**config.mk**
```make
export PLATFORM = sky130hd
export DESIGN_NAME = aes_sbox_canright_pipe
export DESIGN_NICKNAME = d
export VERILOG_FILES = /design/src/rtl/aes_pkg.sv /design/src/rtl/aes_sbox_canright_pkg.sv /design/src/rtl/aes_sbox_canright_pipe_stage.sv /design/src/rtl/aes_sbox_canright_pipe.sv
export SDC_FILE = /design/constraint.sdc
export NUM_CORES = 1
export LEC_CHECK = 0
export ABC_AREA = 1
export ABC_CLOCK_PERIOD_IN_PS = 6500
export BUFFER_PORTS_ARGS = -buffer_cell sky130_fd_sc_hd__buf_2
export CAP_MARGIN = 10
export CORE_MARGIN = 2
export CORE_UTILIZATION = 60
export CTS_CLUSTER_SIZE = 30
export DETAILED_ROUTE_END_ITERATION = 6
export HOLD_SLACK_MARGIN = 0.05
export PLACE_DENSITY = 0.89
export SYNTH_ARGS = -nofsm -noshare
export SYNTH_HDL_FRONTEND = slang
export SYNTH_SLANG_ARGS = --single-unit
export TNS_END_PERCENT = 50
```
**constraint.sdc**
```tcl
create_clock -name clk_i -period 6.5 [get_ports clk_i]
set_clock_uncertainty 0.2 [all_clocks]
set_input_delay 0 -clock clk_i [delete_from_list [all_inputs] [get_ports clk_i]]
set_output_delay 0 -clock clk_i [all_outputs]
set_load 0.02 [all_outputs]
```
**src/rtl/aes_pkg.sv**
```systemverilog
// AES-wide op encodings shared by the cipher datapath and its S-boxes.
package aes_pkg;

   localparam int unsigned OpWidth = 2;

   typedef enum logic [OpWidth-1:0] {
      OpFwd = 2'b01,
      OpInv = 2'b10
   } aes_op_e;

endpackage

```
**src/rtl/aes_sbox_canright_pkg.sv**
```systemverilog
// Canright tower-field helpers: basis-change matrices and GF(2^2)/GF(2^4)/GF(2^8) arithmetic.
// Field elements use normal bases: [Omega^2, Omega] for GF(2^2), [alpha^8, alpha^2] for GF(2^4).
package aes_sbox_canright_pkg;

   localparam logic [7:0] AffineConst = 8'h63;

   // Row k of each matrix is the image of input bit k (row 0 listed last).
   localparam logic [7:0][7:0] A2X = {8'h98, 8'hf3, 8'hf2, 8'h48, 8'h09, 8'h81, 8'ha9, 8'hff};
   localparam logic [7:0][7:0] X2A = {8'h64, 8'h78, 8'h6e, 8'h8c, 8'h68, 8'h29, 8'hde, 8'h60};
   localparam logic [7:0][7:0] X2S = {8'h58, 8'h2d, 8'h9e, 8'h0b, 8'hdc, 8'h04, 8'h03, 8'h24};
   localparam logic [7:0][7:0] S2X = {8'h8c, 8'h79, 8'h05, 8'heb, 8'h12, 8'h04, 8'h51, 8'h53};

   // Bit-matrix times vector over GF(2).
   function automatic logic [7:0] aes_mvm(input logic [7:0] vec, input logic [7:0][7:0] mat);
      logic [7:0] res;
      res = '0;
      for (int k = 0; k < 8; k++) begin
         if (vec[k]) res = res ^ mat[k];
      end
      return res;
   endfunction

   function automatic logic [1:0] aes_mul_gf2p2(input logic [1:0] g, input logic [1:0] d);
      logic a, b, c;
      a = g[1] & d[1];
      b = (^g) & (^d);
      c = g[0] & d[0];
      return {a ^ b, c ^ b};
   endfunction

   function automatic logic [1:0] aes_scale_omega2_gf2p2(input logic [1:0] g);
      return {g[0], g[1] ^ g[0]};
   endfunction

   function automatic logic [1:0] aes_scale_omega_gf2p2(input logic [1:0] g);
      return {g[1] ^ g[0], g[1]};
   endfunction

   // Squaring in a normal basis is a swap of the coordinates.
   function automatic logic [1:0] aes_square_gf2p2(input logic [1:0] g);
      return {g[0], g[1]};
   endfunction

   function automatic logic [3:0] aes_mul_gf2p4(input logic [3:0] g, input logic [3:0] d);
      logic [1:0] a, b, c;
      a = aes_mul_gf2p2(g[3:2], d[3:2]);
      b = aes_mul_gf2p2(g[3:2] ^ g[1:0], d[3:2] ^ d[1:0]);
      c = aes_mul_gf2p2(g[1:0], d[1:0]);
      return {a ^ aes_scale_omega2_gf2p2(b), c ^ aes_scale_omega2_gf2p2(b)};
   endfunction

   // Square then scale by nu in GF(2^4)/GF(2^2).
   function automatic logic [3:0] aes_square_scale_gf2p4(input logic [3:0] g);
      logic [1:0] a, b;
      a = g[3:2] ^ g[1:0];
      b = aes_square_gf2p2(g[1:0]);
      return {aes_square_gf2p2(a), aes_scale_omega_gf2p2(b)};
   endfunction

   function automatic logic [3:0] aes_inverse_gf2p4(input logic [3:0] g);
      logic [1:0] a, b, c, d;
      a = g[3:2] ^ g[1:0];
      b = aes_mul_gf2p2(g[3:2], g[1:0]);
      c = aes_scale_omega2_gf2p2(aes_square_gf2p2(a));
      d = aes_square_gf2p2(c ^ b);
      return {aes_mul_gf2p2(d, g[1:0]), aes_mul_gf2p2(d, g[3:2])};
   endfunction

   // First half of the GF(2^8) inverse: the GF(2^4) element that must be inverted.
   function automatic logic [3:0] aes_inv_gf2p8_pre(input logic [7:0] g);
      logic [3:0] b, c;
      b = aes_mul_gf2p4(g[7:4], g[3:0]);
      c = aes_square_scale_gf2p4(g[7:4] ^ g[3:0]);
      return c ^ b;
   endfunction

   // Second half of the GF(2^8) inverse, given the GF(2^4) inverse d.
   function automatic logic [7:0] aes_inv_gf2p8_post(input logic [7:0] g, input logic [3:0] d);
      return {aes_mul_gf2p4(d, g[3:0]), aes_mul_gf2p4(d, g[7:4])};
   endfunction

   function automatic logic [7:0] aes_inverse_gf2p8(input logic [7:0] g);
      return aes_inv_gf2p8_post(g, aes_inverse_gf2p4(aes_inv_gf2p8_pre(g)));
   endfunction

   // Map an input byte into the normal basis X (undoing the affine step when inverting).
   function automatic logic [7:0] aes_to_x(input logic [7:0] d, input logic inv);
      return inv ? aes_mvm(d ^ AffineConst, S2X) : aes_mvm(d, A2X);
   endfunction

   // Map an inverted element back out of basis X (applying the affine step when forward).
   function automatic logic [7:0] aes_from_x(input logic [7:0] y, input logic inv);
      return inv ? aes_mvm(y, X2A) : (aes_mvm(y, X2S) ^ AffineConst);
   endfunction

endpackage

```
**src/rtl/aes_sbox_canright_pipe_stage.sv**
```systemverilog
// Elastic register slice: one valid/data register with a combinational ready path and flush.
module aes_sbox_canright_pipe_stage #(
   parameter int unsigned Width = 8
) (
   input  logic             clk_i,
   input  logic             rst_ni,
   input  logic             flush_i,
   input  logic             in_valid_i,
   output logic             in_ready_o,
   input  logic [Width-1:0] in_data_i,
   output logic             out_valid_o,
   input  logic             out_ready_i,
   output logic [Width-1:0] out_data_o
);

   logic             valid_d, valid_q;
   logic [Width-1:0] data_d, data_q;

   // Load when empty or draining this cycle; flush freezes the handshake and drops content.
   always_comb begin
      in_ready_o = (!valid_q || out_ready_i) && !flush_i;
      valid_d    = valid_q;
      data_d     = data_q;
      if (flush_i) begin
         valid_d = 1'b0;
      end else if (in_ready_o) begin
         valid_d = in_valid_i;
         if (in_valid_i) data_d = in_data_i;
      end
   end

   // Slot state with synchronous active-low reset.
   always_ff @(posedge clk_i) begin
      if (!rst_ni) begin
         valid_q <= 1'b0;
         data_q  <= '0;
      end else begin
         valid_q <= valid_d;
         data_q  <= data_d;
      end
   end

   assign out_valid_o = valid_q;
   assign out_data_o  = data_q;

endmodule

```
**src/rtl/aes_sbox_canright_pipe.sv**
```systemverilog
// Multi-lane pipelined Canright AES S-box (forward/inverse) with valid/ready, flush and op error.
module aes_sbox_canright_pipe
   import aes_pkg::*;
   import aes_sbox_canright_pkg::*;
#(
   parameter int unsigned NumLanes = 4,
   parameter int unsigned PipeRegs = 2
) (
   input  logic                  clk_i,
   input  logic                  rst_ni,
   input  logic                  in_valid_i,
   output logic                  in_ready_o,
   input  logic [OpWidth-1:0]    op_i,
   input  logic [8*NumLanes-1:0] data_i,
   input  logic                  flush_i,
   output logic                  out_valid_o,
   input  logic                  out_ready_i,
   output logic [8*NumLanes-1:0] data_o,
   output logic                  op_err_o
);

   if (PipeRegs == 1) begin : g_one
      logic [8*NumLanes-1:0] res;
      logic                  op_err_d;

      // Full per-lane substitution ahead of the single output register.
      always_comb begin
         res = '0;
         for (int k = 0; k < NumLanes; k++) begin
            res[8*k +: 8] = aes_from_x(aes_inverse_gf2p8(aes_to_x(data_i[8*k +: 8], op_i == OpInv)),
                                       op_i == OpInv);
         end
      end

      // Illegal ops are computed as forward and flagged.
      assign op_err_d = (op_i != OpFwd) && (op_i != OpInv);

      aes_sbox_canright_pipe_stage #(
         .Width(8*NumLanes + 1)
      ) u_stage_out (
         .clk_i      (clk_i),
         .rst_ni     (rst_ni),
         .flush_i    (flush_i),
         .in_valid_i (in_valid_i),
         .in_ready_o (in_ready_o),
         .in_data_i  ({op_err_d, res}),
         .out_valid_o(out_valid_o),
         .out_ready_i(out_ready_i),
         .out_data_o ({op_err_o, data_o})
      );
   end else begin : g_two
      logic [8*NumLanes-1:0] gamma_d, gamma_q, res;
      logic [4*NumLanes-1:0] ginv_d, ginv_q;
      logic [OpWidth-1:0]    op_q;
      logic                  mid_valid, out_stage_ready, op_err_d;

      // Front half: basis change and the GF(2^4) inverse input, per lane.
      always_comb begin
         gamma_d = '0;
         ginv_d  = '0;
         for (int k = 0; k < NumLanes; k++) begin
            gamma_d[8*k +: 8] = aes_to_x(data_i[8*k +: 8], op_i == OpInv);
            ginv_d[4*k +: 4]  = aes_inv_gf2p8_pre(aes_to_x(data_i[8*k +: 8], op_i == OpInv));
         end
      end

      // The op is shared by all lanes, so one copy travels with the transaction.
      aes_sbox_canright_pipe_stage #(
         .Width(12*NumLanes + OpWidth)
      ) u_stage_mid (
         .clk_i      (clk_i),
         .rst_ni     (rst_ni),
         .flush_i    (flush_i),
         .in_valid_i (in_valid_i),
         .in_ready_o (in_ready_o),
         .in_data_i  ({op_i, ginv_d, gamma_d}),
         .out_valid_o(mid_valid),
         .out_ready_i(out_stage_ready),
         .out_data_o ({op_q, ginv_q, gamma_q})
      );

      // Back half: GF(2^4) inverse, recombination and output basis change, per lane.
      always_comb begin
         res = '0;
         for (int k = 0; k < NumLanes; k++) begin
            res[8*k +: 8] = aes_from_x(aes_inv_gf2p8_post(gamma_q[8*k +: 8],
                                                          aes_inverse_gf2p4(ginv_q[4*k +: 4])),
                                       op_q == OpInv);
         end
      end

      assign op_err_d = (op_q != OpFwd) && (op_q != OpInv);

      aes_sbox_canright_pipe_stage #(
         .Width(8*NumLanes + 1)
      ) u_stage_out (
         .clk_i      (clk_i),
         .rst_ni     (rst_ni),
         .flush_i    (flush_i),
         .in_valid_i (mid_valid),
         .in_ready_o (out_stage_ready),
         .in_data_i  ({op_err_d, res}),
         .out_valid_o(out_valid_o),
         .out_ready_i(out_ready_i),
         .out_data_o ({op_err_o, data_o})
      );
   end

endmodule

```
After elaboration in Yosys (flattened, before gate mapping). Index checks and enable logic that the tools add are counted.

Output and inout port bits: 35. Bits in latches: 0. Memories: 0. Input bits: 39. RAM bits: 0. ROM bits: 0. Bits in registers: 85.

Equality and inequality tests: 4. Bitwise logic cells: 446. Add/sub/neg operators: 0. Shifts and indexed selects: 0. Reductions and logical operators: 83. Divide/modulo/power cells: 0. Multiply operators: 0. Multiplexer cells: 136. Magnitude comparators: 0.

Operators by type and width (number): 2-to-1 mux 8 bit (56); 2-to-1 mux 7 bit (40); AND 1 bit (144); XOR reduction 2 bit (72); XOR 1 bit (116); XOR 2 bit (56); NOT 3 bit (36); NOT 4 bit (20); NOT 5 bit (16); 2-to-1 mux 6 bit (12); NOT 2 bit (24); NOT 6 bit (8); 2-to-1 mux 3 bit (12); 2-to-1 mux 4 bit (8); XOR 4 bit (8); NOT 5 -> 6 bit (4); 2-to-1 mux 5 bit (4); NOT 3 -> 5 bit (4); NOT 1 bit (10); 2-to-1 mux 2 bit (4); AND reduction 3 bit (2); == test 2 bit, second input constant (2); logical AND 1 bit (3); zero test 1 bit (3); other kinds (4) (5).

Logic depth before layout (Yosys ltp).
Word-level depth: 29. Gate-level depth with buffers: 30. Mapped depth without buffers: 30.

Hierarchy. From an unflattened synthesis, not the netlist that was laid out.

Cells, all modules: 2401. Area total of the unflattened synthesis: 13090.1 µm².

Modules (own cells, without submodules): aes_sbox_canright_pipe (cells an instance 1675, sequential area each 0.0 µm², times used 1, area each 8672.1 µm²); aes_sbox_canright_pipe_stage at g_two.u_stage_mid (cells an instance 436, sequential area each 1021.0 µm², times used 1, area each 2631.3 µm²); aes_sbox_canright_pipe_stage at g_two.u_stage_out (cells an instance 290, sequential area each 680.7 µm², times used 1, area each 1786.7 µm²).

Worst setup path before layout. OpenSTA, ideal clock, no wires.

Path kind: reg-to-reg. Start point: reg g_two.u_stage_mid.data_q[41], in the netlist g_two.u_stage_mid.out_data_o[41]. End point: reg g_two.u_stage_out.data_q[17], in the netlist g_two.u_stage_out.out_data_o[17]. Required time: 6191 ps. Clock period less this slack: 2915 ps. Arrival time: 2606 ps. Slack: 3585 ps. Cell stages (with the launch flop): 26. Path buffers: 0. Cell sequence: dfxtp_1 ha_1 inv_2 nand2_2 nand2_2 inv_2 nand2_2 nand3_1 inv_1 nand2_1 nand2_2 nand2_4 nand3_1 nand4_1 nand2_1 nand2_2 nand2_4 inv_2 xor2_2 inv_2 nand2_2 o21ai_1 nand2_1 nand3_1 nand2_1 inv_1.

Longest elaborated chain between the ends: 23.

Ends and longest elaborated chain: from (decl) (RTL line aes_sbox_canright_pipe_stage.sv:17) `logic [Width-1:0] data_d, data_q;`; from (signal assigned) (RTL line aes_sbox_canright_pipe_stage.sv:39) `data_q <= data_d;`; XOR reduction 2 bit (RTL line aes_sbox_canright_pkg.sv:26) `b = (^g) & (^d);`; AND 1 bit (RTL line aes_sbox_canright_pkg.sv:26); XOR 1 bit (RTL line aes_sbox_canright_pkg.sv:28) `return {a ^ b, c ^ b};`; XOR 2 bit (RTL line aes_sbox_canright_pkg.sv:65) `d = aes_square_gf2p2(c ^ b);`; XOR reduction 2 bit (RTL line aes_sbox_canright_pkg.sv:26); AND 1 bit (RTL line aes_sbox_canright_pkg.sv:26); XOR 1 bit (RTL line aes_sbox_canright_pkg.sv:28); XOR 2 bit (RTL line aes_sbox_canright_pkg.sv:47) `b = aes_mul_gf2p2(g[3:2] ^ g[1:0], d[3:2] ^ d[1:0]);`; [7 not listed]; NOT 3 bit (no line); 2-to-1 mux 4 bit (RTL line aes_sbox_canright_pkg.sv:18) `if (vec[k]) res = res ^ mat[k];`; NOT 5 bit (no line); 2-to-1 mux 8 bit (RTL line aes_sbox_canright_pkg.sv:18); 2-to-1 mux 6 bit (RTL line aes_sbox_canright_pkg.sv:18); 2-to-1 mux 7 bit (RTL line aes_sbox_canright_pkg.sv:18); NOT 4 bit (no line); 2-to-1 mux 8 bit (*) (RTL line aes_sbox_canright_pkg.sv:93) `return inv ? aes_mvm(y, X2A) : (aes_mvm(y, X2S) ^ AffineConst);`; to (signal assigned) (RTL line aes_sbox_canright_pipe_stage.sv:39); to (decl) (RTL line aes_sbox_canright_pipe_stage.sv:17).

Every way passes the cells marked *; elsewhere a longest branch is shown, timed or not. A chain may end at the register's enable or synchronous reset.

Worst setup path after layout.
Start point: reg g_two.u_stage_mid.data_q[43], in the netlist g_two.u_stage_mid.out_data_o[43]. End point: reg g_two.u_stage_out.data_q[21], in the netlist g_two.u_stage_out.out_data_o[21].

Longest elaborated chain between the ends: 27.

Ends and longest elaborated chain (RTL line): XOR reduction 2 bit (aes_sbox_canright_pkg.sv:26); AND 1 bit (aes_sbox_canright_pkg.sv:26); XOR 1 bit (aes_sbox_canright_pkg.sv:28); XOR 2 bit (aes_sbox_canright_pkg.sv:65); XOR reduction 2 bit (aes_sbox_canright_pkg.sv:26); AND 1 bit (aes_sbox_canright_pkg.sv:26); XOR 1 bit (aes_sbox_canright_pkg.sv:28); XOR 2 bit (aes_sbox_canright_pkg.sv:47); [11 not listed]; 2-to-1 mux 8 bit (aes_sbox_canright_pkg.sv:18); NOT 5 bit (no line); 2-to-1 mux 7 bit (aes_sbox_canright_pkg.sv:18); NOT 4 bit (no line); 2-to-1 mux 7 bit (aes_sbox_canright_pkg.sv:18); NOT 3 bit (no line); 2-to-1 mux 7 bit (aes_sbox_canright_pkg.sv:18); 2-to-1 mux 8 bit (*) (aes_sbox_canright_pkg.sv:93).

Marks and branches as above.

==> key figures <==
Run status
  • Outcome: completed

Setup path
  • R2r startpoint: g_two.u_stage_mid.out_data_o[43]
  • CP most frequent cell: nand2_1
  • Reg2Reg Depth: 25
  • WP data required: 6.48 ns
  • Worst EP arrival: 3.44 ns
  • Setup CP Type: register to register
  • CP startpoint kind: register
  • Worst R2R Setup Slack: 3.04 ns
  • Worst-path fanout max: 5
  • Slowest-stage cell, CP: dfxtp_1
  • FF-to-FF End: g_two.u_stage_out.out_data_o[21]
  • Crit path largest cell delay: 0.44 ns
  • CP endpoint kind: register

Die
  • Die area: 0.0206 sq mm
  • DIE WIDTH: 144 microns
  • Chip height: 144 microns
  • Row Count: 51
  • Ports: 74
  • Initial Util: 0.606
  • Core footprint: 0.0193 sq mm

Timing
  • Max Freq: 0.289 GHz
  • Final Slew Violations: 0
  • Final setup viols: 0
  • RSZ-0062 raised after global routing: false
  • Final min period: 3.46 ns
  • Worst Tran Pin Value: 0.998 ns
  • Fin crit share: 0.532
  • Final WS setup: 3.04 ns
  • Slew margin rel.: 0.334
  • Setup TNS: 0 ns
  • WHS: 0.0578 ns
  • Final Hold Fails: 0

Clock tree
  • Worst-skew pair later-pin latency: 0.34 ns
  • CTS H-tree depth: 3
  • Clock Pin Slew Worst Setup and Hold Paths: 0.06 ns
  • Setup repair bufs after CTS: 0
  • CTS max path bufs: 2
  • Clock sinks: 85
  • CTS tree: yes
  • Post_cts resized: 0
  • Root buffer cell: clkbuf_16
  • CTS buffer count: 9

Yosys
  • Post-synthesis cell area: 0.0117 sq mm
  • Area leader, netlist: nand2_1
  • Seq/Total Area, Yosys: 0.146
  • Top cells by area, synth: nand2_1, dfxtp_1, xor2_1
  • Synth warn: 0
  • Yosys cell types: 39
  • Post-Synthesis Net Count: 1989
  • Synth top area share: 0.214
  • Syn avg cell area: 6.07 sq um
  • Gate Count Post-Synth: 1925
  • Fraction of registers with async set/reset: 0
  • Most frequent cell after synthesis: nand2_1
  • Top_reg_cell synth: dfxtp_1
  • Post-synth EDFFs: 0
  • Top cells by count, synth: nand2_1, nand3_1, inv_1
  • #FFs+latches synth: 85

Worst hold path
  • Hold WC Path Type: primary input to register
  • Hold-critical path endpoint: g_two.u_stage_mid.out_data_o[31]
  • Hold Crit Start: data_i[28]
  • Hold path depth: 5

Drt
  • Vias: 11894
  • Initial DRC Count: 778
  • DR pass1 iterations: 5
  • Final wirelength: 26700 microns
  • Avg WL per Cell: 11.7 microns
  • DR vias/cell: 5.24
  • Post-route ant nets: 0
  • Drc violations: 0

Layout
  • Share of post-route cells with drive strength above 1: 0.175
  • Area grow syn2layout: 9.90%
  • Nets@finish: 2064
  • # diodes: 0

Global routing
  • First-pass GRT wire length: 45600 microns
  • Initial antenna violation count: 0
  • Gr ovfl total: 0
  • Vias in the first global route: 10710
  • Largest net degree at the start of global routing: 84
  • GRT Total Usage: 0.259

Placement
  • RD Place Congestion: 0.918
  • DP Worst Slack: 3.16 ns
  • Hpwl dp: 20600 microns
  • IO Port Bufs: 73

Power
  • Max VDD drop: 0.190 mV
  • Pleak: 6.71 nW
  • Pwr Density: 447 mW/mm^2

Flow run
  • Max_cap viols: 0
==> through the flow <==
| step | util | power [mW] | cells | area (sq um) |
|---|---|---|---|---|
| after global placement | 0.636 | 4.92 | 2229 | 12300 |
| after global routing | 0.666 | 6.34 | 2269 | 12800 |
| final | 0.666 | 5.73 | 2269 | 12800 |
| after detailed placement | 0.636 | 5.06 | 2229 | 12300 |
| after floorplan | - | 4.38 | 1925 | 11700 |
| after CTS | 0.666 | 5.70 | 2269 | 12800 |
==> timing repair <==
action	in CTS	in global routing
endpoints found under the hold margin	19	0
hold buffers	25	0
setup endpoints to repair	0	0
==> registers in the layout, indices dropped and copies added (netlist names) <==
register / count
g_two.u_stage_mid.out_data_o: 50
g_two.u_stage_mid.out_valid_o: 1
g_two.u_stage_out.out_data_o: 33
g_two.u_stage_out.out_valid_o: 1
==> power breakdown <==
group | total [mW] | internal (mW) | switching, mW
sequential | 0.634 | 0.574 | 0.0607
combinational | 4.52 | 1.57 | 2.95
clock | 0.575 | 0.373 | 0.202
==> final cells by class <==
| cell class | instances | area (sq um) |
|---|---|---|
| sequential | 85 | 1700 |
| timing repair buffer | 102 | 646 |
| tap | 265 | 332 |
| fill | 1676 | 6440 |
| multi-input combinational | 1570 | 8950 |
| clock buffer | 11 | 233 |
| clock inverter | 4 | 97.6 |
| inverter | 232 | 871 |
==> routing by layer <==
metal	part of all wire	vias to the layer above	GRT usage
met2	0.46	339	0.444
met4	0.011	0	0.0645
li1	-	6220	-
met5	0	-	0
met3	0.050	22	0.0220
met1	0.48	5313	0.350
==> layout by cell type, fill, tap and decap left out, types with 9 or more instances in the layout <==
cell / n
o21ai_1: 14
nand3_1: 190
nor2_1: 27
dlygate4sd3_1: 25
xor2_1: 142
ha_1: 25
inv_2: 49
inv_1: 181
nand2_4: 26
o21ai_0: 76
buf_2: 73
a21oi_1: 75
nand3_2: 15
o211ai_1: 16
dfxtp_1: 85
nor2_2: 10
o21a_1: 10
nand2_1: 666
clkbuf_16: 9
nand4_1: 23
xor2_2: 16
xnor2_1: 74
nand2_2: 115
==> critical path: cells and delay by family (launching register included) <==
family	cells	cell delay, ns
AOI/OAI and AO/OA	1	0.05
adders and majority gates	1	0.32
buffers and inverters	3	0.25
DFF	1	0.44
and+or+nand+nor	20	2.05
==> logic make-up after synthesis <==
family,Yosys count,synth area share
compound gates,210,0.0997
xor+xnor,240,0.200
flops,85,0.146
fa+ha+maj,25,0.0268
simple gates,1095,0.439
buf+inv,270,0.0882
==> worst max path at each step <==
stage	from	endpoint	slack, ns	depth (start not counted)
after detailed placement	g_two.u_stage_mid.out_data_o[43]	g_two.u_stage_out.out_data_o[19]	3.16	24
after global placement	g_two.u_stage_mid.out_data_o[43]	g_two.u_stage_out.out_data_o[19]	3.27	24
after floorplan	g_two.u_stage_mid.out_data_o[41]	g_two.u_stage_out.out_data_o[17]	3.59	25
final	g_two.u_stage_mid.out_data_o[43]	g_two.u_stage_out.out_data_o[21]	3.04	25
after CTS	g_two.u_stage_mid.out_data_o[43]	g_two.u_stage_out.out_data_o[21]	3.10	25
after global routing	g_two.u_stage_mid.out_data_o[47]	g_two.u_stage_out.out_data_o[30]	2.64	29
Power figures use the tool's default switching activity.
